===== src/rtl/xgmii_tx_arbiter.sv =====
// xgmii_tx_arbiter: packet-granular round-robin arbiter that shares one 32-bit
// AXIS MAC TX path between N_SRC sources. Grants are held for a whole packet.
// A watchdog aborts a granted packet whose source stalls mid-frame.
//
// Ports:
//   clk_i, rst_i        clock, asynchronous active-high reset
//   s_t*_i / s_tready_o per-source AXIS slave bundles (source k at lane k)
//   m_t*_o / m_tready_i AXIS master towards the MAC
//   en_mask_i           per-source enable for new grants
//   grant_o             one-hot current grant (0 when idle)
//   busy_o              high whenever not idle
//   pkt_done_o          pulse when a packet's final beat is accepted or drained
//   abort_o             pulse when the watchdog fires
//   abort_cnt_o         saturating abort counter

module xgmii_tx_arbiter #(
    parameter int N_SRC   = 4,
    parameter int TIMEOUT = 64,
    parameter int CNT_W   = 16
) (
    input  logic                 clk_i,
    input  logic                 rst_i,
    input  logic [32*N_SRC-1:0]  s_tdata_i,
    input  logic [2*N_SRC-1:0]   s_tvldb_i,
    input  logic [N_SRC-1:0]     s_tvalid_i,
    output logic [N_SRC-1:0]     s_tready_o,
    input  logic [N_SRC-1:0]     s_tlast_i,
    input  logic [N_SRC-1:0]     s_tuser_i,
    output logic [31:0]          m_tdata_o,
    output logic [1:0]           m_tvldb_o,
    output logic                 m_tvalid_o,
    input  logic                 m_tready_i,
    output logic                 m_tlast_o,
    output logic                 m_tuser_o,
    input  logic [N_SRC-1:0]     en_mask_i,
    output logic [N_SRC-1:0]     grant_o,
    output logic                 busy_o,
    output logic                 pkt_done_o,
    output logic                 abort_o,
    output logic [CNT_W-1:0]     abort_cnt_o
);

    localparam int PW = (N_SRC > 1) ? $clog2(N_SRC) : 1;
    localparam int WW = (TIMEOUT > 2) ? $clog2(TIMEOUT) : 1;
    localparam logic [WW-1:0] WD_MAX  = WW'(TIMEOUT - 1);
    localparam logic [PW-1:0] PTR_RST = PW'(N_SRC - 1);

    typedef enum logic [1:0] {
        IDLE  = 2'd0,
        PASS  = 2'd1,
        ABORT = 2'd2,
        DRAIN = 2'd3
    } state_t;

    state_t            state_q, state_d;
    logic [PW-1:0]     gidx_q, gidx_d;
    logic [PW-1:0]     ptr_q, ptr_d;
    logic [WW-1:0]     wd_q, wd_d;
    logic [CNT_W-1:0]  cnt_q, cnt_d;

    // Selected source view
    logic [31:0]       sel_data;
    logic [1:0]        sel_vldb;
    logic              sel_valid;
    logic              sel_last;
    logic              sel_user;
    logic [N_SRC-1:0]  gnt_oh;

    // Round-robin pick
    logic [N_SRC-1:0]  req;
    logic              pick_found;
    logic [PW-1:0]     pick_idx;
    logic [PW-1:0]     cand;

    logic              beat_acc;
    logic              wd_fire;

    always_comb begin
        sel_data  = '0;
        sel_vldb  = '0;
        sel_valid = 1'b0;
        sel_last  = 1'b0;
        sel_user  = 1'b0;
        gnt_oh    = '0;
        for (int k = 0; k < N_SRC; k++) begin
            if (gidx_q == PW'(k)) begin
                sel_data  = s_tdata_i[32*k +: 32];
                sel_vldb  = s_tvldb_i[2*k +: 2];
                sel_valid = s_tvalid_i[k];
                sel_last  = s_tlast_i[k];
                sel_user  = s_tuser_i[k];
                gnt_oh[k] = 1'b1;
            end
        end
    end

    // Scan starting just after the last-served source so it gets lowest
    // priority next time.
    always_comb begin
        req        = s_tvalid_i & en_mask_i;
        pick_found = 1'b0;
        pick_idx   = '0;
        cand       = '0;
        for (int i = 1; i <= N_SRC; i++) begin
            cand = PW'((int'(ptr_q) + i) % N_SRC);
            if (!pick_found && req[cand]) begin
                pick_found = 1'b1;
                pick_idx   = cand;
            end
        end
    end

    assign beat_acc = sel_valid & m_tready_i;
    // Only a missing source beat counts as starvation; MAC backpressure does not.
    assign wd_fire  = (state_q == PASS) && !sel_valid && (wd_q == WD_MAX);

    // State register
    always_ff @(posedge clk_i or posedge rst_i) begin
        if (rst_i) begin
            state_q <= IDLE;
            gidx_q  <= '0;
            ptr_q   <= PTR_RST;
            wd_q    <= '0;
            cnt_q   <= '0;
        end else begin
            state_q <= state_d;
            gidx_q  <= gidx_d;
            ptr_q   <= ptr_d;
            wd_q    <= wd_d;
            cnt_q   <= cnt_d;
        end
    end

    // Next-state logic
    always_comb begin
        state_d = state_q;
        gidx_d  = gidx_q;
        ptr_d   = ptr_q;
        wd_d    = wd_q;
        cnt_d   = cnt_q;
        unique case (state_q)
            IDLE: begin
                wd_d = '0;
                if (pick_found) begin
                    gidx_d  = pick_idx;
                    state_d = PASS;
                end
            end
            PASS: begin
                if (beat_acc) begin
                    wd_d = '0;
                    if (sel_last) begin
                        ptr_d   = gidx_q;
                        state_d = IDLE;
                    end
                end else if (!sel_valid) begin
                    if (wd_q == WD_MAX) begin
                        wd_d    = '0;
                        state_d = ABORT;
                        if (cnt_q != '1) begin
                            cnt_d = cnt_q + 1'b1;
                        end
                    end else begin
                        wd_d = wd_q + 1'b1;
                    end
                end
            end
            ABORT: begin
                if (m_tready_i) begin
                    state_d = DRAIN;
                end
            end
            DRAIN: begin
                if (sel_valid && sel_last) begin
                    ptr_d   = gidx_q;
                    state_d = IDLE;
                end
            end
        endcase
    end

    // Output logic
    always_comb begin
        m_tdata_o  = '0;
        m_tvldb_o  = '0;
        m_tvalid_o = 1'b0;
        m_tlast_o  = 1'b0;
        m_tuser_o  = 1'b0;
        s_tready_o = '0;
        grant_o    = '0;
        pkt_done_o = 1'b0;
        abort_o    = 1'b0;
        busy_o     = (state_q != IDLE);
        unique case (state_q)
            IDLE: begin
            end
            PASS: begin
                grant_o    = gnt_oh;
                m_tdata_o  = sel_data;
                m_tvldb_o  = sel_vldb;
                m_tvalid_o = sel_valid;
                m_tlast_o  = sel_last;
                m_tuser_o  = sel_user;
                s_tready_o = gnt_oh & {N_SRC{m_tready_i}};
                pkt_done_o = beat_acc & sel_last;
                abort_o    = wd_fire;
            end
            ABORT: begin
                // Injected terminating beat marks the frame as errored.
                grant_o    = gnt_oh;
                m_tvalid_o = 1'b1;
                m_tlast_o  = 1'b1;
                m_tuser_o  = 1'b1;
                m_tvldb_o  = 2'd3;
            end
            DRAIN: begin
                // Source remainder is swallowed without reaching the MAC.
                grant_o    = gnt_oh;
                s_tready_o = gnt_oh;
                pkt_done_o = sel_valid & sel_last;
            end
        endcase
    end

    assign abort_cnt_o = cnt_q;

endmodule


===== config.mk =====
export PLATFORM = sky130hd
export DESIGN_NAME = xgmii_tx_arbiter
export DESIGN_NICKNAME = d
export VERILOG_FILES = /design/src/rtl/xgmii_tx_arbiter.sv
export SDC_FILE = /design/constraint.sdc
export NUM_CORES = 1
export LEC_CHECK = 0
export CAP_MARGIN = 20
export CORE_MARGIN = 2
export CORE_UTILIZATION = 34
export DETAILED_ROUTE_END_ITERATION = 12
export PLACE_DENSITY = 0.81
export SYNTH_ARGS = -nofsm -noshare
export SYNTH_HDL_FRONTEND = slang
export SYNTH_SLANG_ARGS = --single-unit

===== constraint.sdc =====
create_clock -name clk_i -period 2.5 [get_ports clk_i]
set_input_delay 0.375 -clock clk_i [delete_from_list [all_inputs] [get_ports clk_i]]
set_output_delay 0.375 -clock clk_i [all_outputs]
set_load 0.1 [all_outputs]

# Word level (Yosys, flattened, before mapping)
# Index checks and enable logic that the tools add are counted.
# totals
register_bits	28
elab_cells	124
# classes
n_reduce_logical	21
n_addsub	6
bitwise	7
mux	65
order_cmp	4
eq_ne	16
# op_table
operator	n
two-way mux 32 bit	5
two-way mux 2 bit	18
two-way mux 1 bit	25
two-way mux 6 bit	3
adder 16 x 1 -> 16 bit (second input constant)	1
inequality test 16 bit (second input constant)	1
less-than comparator 2 x 3 -> 1 bit (second input constant)	4
one-hot mux 6 bit (2 select lines)	1
inequality test 2 bit (second input constant)	5
bitwise AND 4 bit	2
binary-select mux 1 bit (select 2 bit)	4
equality test 2 bit (second input constant)	4
one-hot mux 1 bit (2 select lines)	4
one-hot mux 2 bit (2 select lines)	2
one-hot mux 2 bit (4 select lines)	1
one-hot mux 4 bit (2 select lines)	1
adder 6 x 1 -> 6 bit (second input constant)	1
equality test 6 bit (second input constant)	1
logical AND 1 bit	6
inequality test 3 bit (second input constant)	2
AND reduction 6 bit	1
nonzero test 2 bit	3
AND reduction 5 bit	1
adder 2 x 1 -> 2 bit (second input constant)	2
other kinds (11)	21

# Depth between registers and ports, before layout
# depth
ltp_word	15
mapped_depth	8

# Worst setup path after synthesis
# No wires, ideal clock.
# synth_path
path_kind	register to output
startpoint	register with a tool-made name
endpoint	output port s_tready_o[0]
path_slack_ns	-1.049
path_stages_with_launch	6
arrival_ns	3.174
t_required_ns	2.125
path_cell_list	dfrtp_1 > inv_1 > ha_1 > clkbuf_1 > a21oi_1 > nor3_1
# synth_lines
item	line	text
end, declared	26	output logic [N_SRC-1:0] s_tready_o,

# Worst setup path after layout
# layout_path
startpoint	register gidx_q[0]
endpoint	output port m_tdata_o[2]
# layout_via
elab_chain_len	6
word_cells_on_any_way	9
cone_classes	3 x eq/ne; 5 x mux; 1 x reduce/logical
# layout_rtl
item	line	text
start, declared	56	logic [PW-1:0] gidx_q, gidx_d;
start signal, assigned	127	gidx_q <= gidx_d;
logical NOT 2 bit	86	if (gidx_q == PW'(k)) begin
two-way mux 32 bit (3 in series)	86	
two-way mux 32 bit (*)	86	
two-way mux 32 bit (*)	194	unique case (state_q)
end, declared	29	output logic [31:0] m_tdata_o,
# Mark *: on every way between the ends. The rest lies on a longest branch, timed or not.

==> flow_metrics.env <==
export IMPL_die_area_um2=9060
export IMPL_cts_inserted_buffers=3
export IMPL_firstDrtPassIters=4
export IMPL_grt_total_usage_pct=24.2
export IMPL_synth_area_um2=2830
export IMPL_worstReg2RegStart="wd_q[0]"
export IMPL_synth_mux_area_share_pct=31.9
export IMPL_worst_slew_pin_slew_ns=0.701
export IMPL_path_max_fanout=21
export IMPL_antennaDiodeCount=0
export IMPL_final_max_slew_viol_count=0
export IMPL_drc=0
export IMPL_grt_start_max_net_pins=34
export IMPL_synthArstFlopShare_pct=100
export IMPL_p_clk_share_pct=4.6
export IMPL_vias_per_cell=5.42
export IMPL_vdd_drop_max_v=0.00129
export IMPL_num_vias=3201
export IMPL_clk_latency_ns=0.28
export IMPL_regToRegSetupSlack_ns=0.38
export IMPL_crit_type="reg2out"
export IMPL_fin_ws_ns=0.0916
export IMPL_place_inst=585
export IMPL_num_rows=33
export IMPL_cts_tree="done"
export IMPL_switchingPower_w=0.00446
export IMPL_dpl_instance_area_um2=5670
export IMPL_min_period_over_period_pct=96.3
export IMPL_fmax_mhz=415
export IMPL_core_area_um2=8130
export IMPL_power_leakage_nw=2.34
export IMPL_overflow=0
export IMPL_grt_pass1_wl_um=17000
export IMPL_wirelength_um=11100
export IMPL_cts_root_buf="clkbuf_8"
export IMPL_cpPeakStageDelay_ns=0.49
export IMPL_area_growth_pct=104
export IMPL_layout_nets=648
export IMPL_design_area_um2=5770
export IMPL_synth_xor_area_share_pct=4.56
export IMPL_pin_count=219
export IMPL_drtIter0Drc=96
export IMPL_htree_levels=1
export IMPL_detail_route_wl_per_cell_um=18.8
export IMPL_critPathRequiredTime_ns=2.12
export IMPL_r2r_end="abort_cnt_o[15]"
export IMPL_port_buffers=218
export IMPL_gp_congestion=0.828
export IMPL_hp_class="in2async"
export IMPL_path_common_cell="buf_12"
export IMPL_synthDistinctLibCells=48
export IMPL_start_kind="flip-flop"
export IMPL_worst_path_max_delay_cell="mux4_2"
export IMPL_fill_cells=589
export IMPL_antenna_found_initial=0
export IMPL_p_comb_share_pct=87.8
export IMPL_dp_hpwl_um=9440
export IMPL_end_kind="output pin"
export IMPL_internal_power_w=0.00345
export IMPL_clockBufferDepth=2
export IMPL_synth_edf_count=0
export IMPL_synth_compound_area_share_pct=9.65
export IMPL_initial_utilization_pct=34.7
export IMPL_ys_warn_count=0
export IMPL_ys_seq_elements=28
export IMPL_drive_gt1_share_pct=34.0
export IMPL_cts_sinks=28
export IMPL_netSwitchingFraction_pct=56.4
export IMPL_cp_cell_sequence="buf_12, buf_4, mux4_2, and2_1, buf_12"
export IMPL_slew_headroom_pct=53.2
export IMPL_yosysSeqAreaShare_pct=24.9
export IMPL_synth_top_family_by_area="multiplexers"
export IMPL_synth_simple_area_share_pct=22.4
export IMPL_fin_cells=591
export IMPL_holdBufCountCts=0
export IMPL_synth_fa_ha_area_share_pct=2.66
export IMPL_p_per_area_nw_per_um2=1370
export IMPL_synth_main_ff_cell="dfrtp_1"
export IMPL_pwr_share_seq_pct=7.6
export IMPL_cp_arrival_ns=2.03
export IMPL_r2r_cells=6
export IMPL_status="complete, no violations"
export IMPL_clkTransAtPathRegs_ns=0.10
export IMPL_syn_nets=429
export IMPL_syn_inst=268
export IMPL_grt_pass1_vias=3289
export IMPL_finalHoldViolCount=0
export IMPL_period_minus_slack_ns=2.41
export IMPL_die_w_um=95.2
export IMPL_drtAntennaViolNets=0
export IMPL_fin_skew_ns=0.00339
export IMPL_synth_area_per_cell_um2=10.5
export IMPL_die_h_um=95.2
export IMPL_preCtsSetupSlack_ns=0.0219
export IMPL_drv_cap=0
export IMPL_setup_viol=0
-- cell usage in the layout (no fill, tap or decap), types with 7 or more instances in the layout --
cell	instances
a21oi_1	9
and2_1	24
and2_2	10
buf_12	48
buf_4	30
clkdlybuf4s50_1	154
dfrtp_1	24
inv_1	7
mux4_2	37
nand2_1	21
nand3_1	9
nor2_1	7
o21ai_0	7
-- how the worst max path moves through the flow --
stage | to | cells past startpoint | startpoint
floorplan | abort_cnt_o[8] | 7 | gidx_q[1]
global placement | m_tvalid_o | 6 | s_tvalid_i[0]
detailed placement | abort_cnt_o[1] | 5 | s_tvalid_i[2]
CTS | m_tvldb_o[1] | 5 | gidx_q[0]
global route | m_tdata_o[2] | 5 | gidx_q[0]
finish | m_tdata_o[2] | 5 | gidx_q[0]
-- cells in the mapped netlist, types with 2 or more instances --
| master | n | share of area [%] |
|---|---|---|
| mux2_2 | 6 | 2.4 |
| a21oi_1 | 12 | 2.1 |
| inv_1 | 7 | 0.93 |
| mux4_2 | 37 | 29 |
| xor2_1 | 5 | 1.5 |
| a22o_1 | 2 | 0.62 |
| a31oi_1 | 3 | 0.66 |
| nor2_1 | 13 | 1.7 |
| clkbuf_1 | 12 | 1.6 |
| and4_4 | 2 | 0.80 |
| nand4_1 | 5 | 1.1 |
| o211ai_1 | 4 | 1.1 |
| a311o_1 | 2 | 0.71 |
| nor3_1 | 5 | 0.89 |
| nor2b_1 | 6 | 1.3 |
| nand2_1 | 21 | 2.8 |
| xnor2_1 | 6 | 1.9 |
| o21ai_0 | 7 | 1.2 |
| nand3_1 | 9 | 1.6 |
| buf_2 | 4 | 0.71 |
| and2_1 | 34 | 7.5 |
| nand2b_1 | 4 | 0.89 |
| and3_1 | 5 | 1.1 |
| ha_1 | 6 | 2.7 |
| xor2_2 | 2 | 1.2 |
| dfstp_2 | 2 | 1.9 |
| dfrtp_1 | 26 | 23 |
-- layout make-up --
class	instances	area [um^2]	share of cell area (%)
clock inverter	1	30.0	0.520
inverter	7	26.3	0.455
multi-input combinational	214	2100	36.4
sequential	28	706	12.2
clock buffer	3	41.3	0.715
timing repair buffer	233	2740	47.5
tap	105	131	2.28
-- logic make-up after synthesis --
family / count (synthesis)
fa+ha+maj: 6
buf+inv: 26
xor+xnor: 13
compound gates: 41
flops: 28
mux: 43
simple gates: 111
-- registers in the layout, indices dropped and copies added (netlist names), named ones only --
signal / cells
abort_cnt_o: 16
wd_q: 6
gidx_q: 2
ptr_q: 2
state_q: 1
-- layer usage --
layer / global-route usage, % / part of all wire (%) / up-vias
met4: 6.40 / 2.2 / 0
met3: 6.72 / 7.7 / 21
met1: 26.2 / 34 / 1589
li1: - / - / 1457
met5: 0 / 0 / -
met2: 46.0 / 56 / 134
-- worst max-delay path, delay by kind of cell (launching register included) --
| family | cells | cell delay, ns |
|---|---|---|
| simple gates | 1 | 0.20 |
| mux | 1 | 0.49 |
| flops | 1 | 0.47 |
| buf+inv | 3 | 0.57 |
-- power groups by stage --
stage,Clock (W),Combinational [W],Sequential (W)
floorplan,0,0.00444,0.000564
finish,0.000367,0.00694,0.000599
global placement,0,0.00687,0.000604
global route,0.000390,0.00719,0.000607
CTS,0.000368,0.00694,0.000599
detailed placement,0,0.00693,0.000607
-- metrics by stage --
stage / power [W] / util (%) / TNS [ns] / hold slack, ns
after floorplan: 0.00500 / - / -4.99 / 0.439
after global placement: 0.00748 / 69.7 / 0 / 0.480
after detailed placement: 0.00753 / 69.7 / 0 / 0.498
after CTS: 0.00791 / 70.6 / 0 / 0.421
after global routing: 0.00819 / 71.0 / -0.00883 / 0.455
final: 0.00791 / 71.0 / 0 / 0.410
-- what timing repair did --
action / CTS / global route
hold endpoints to repair: 0 / 0
setup endpoints to repair: 0 / 28
gates resized for setup: 0 / 4
buffers inserted: 0 / 2
Power figures use the tool's default switching activity.
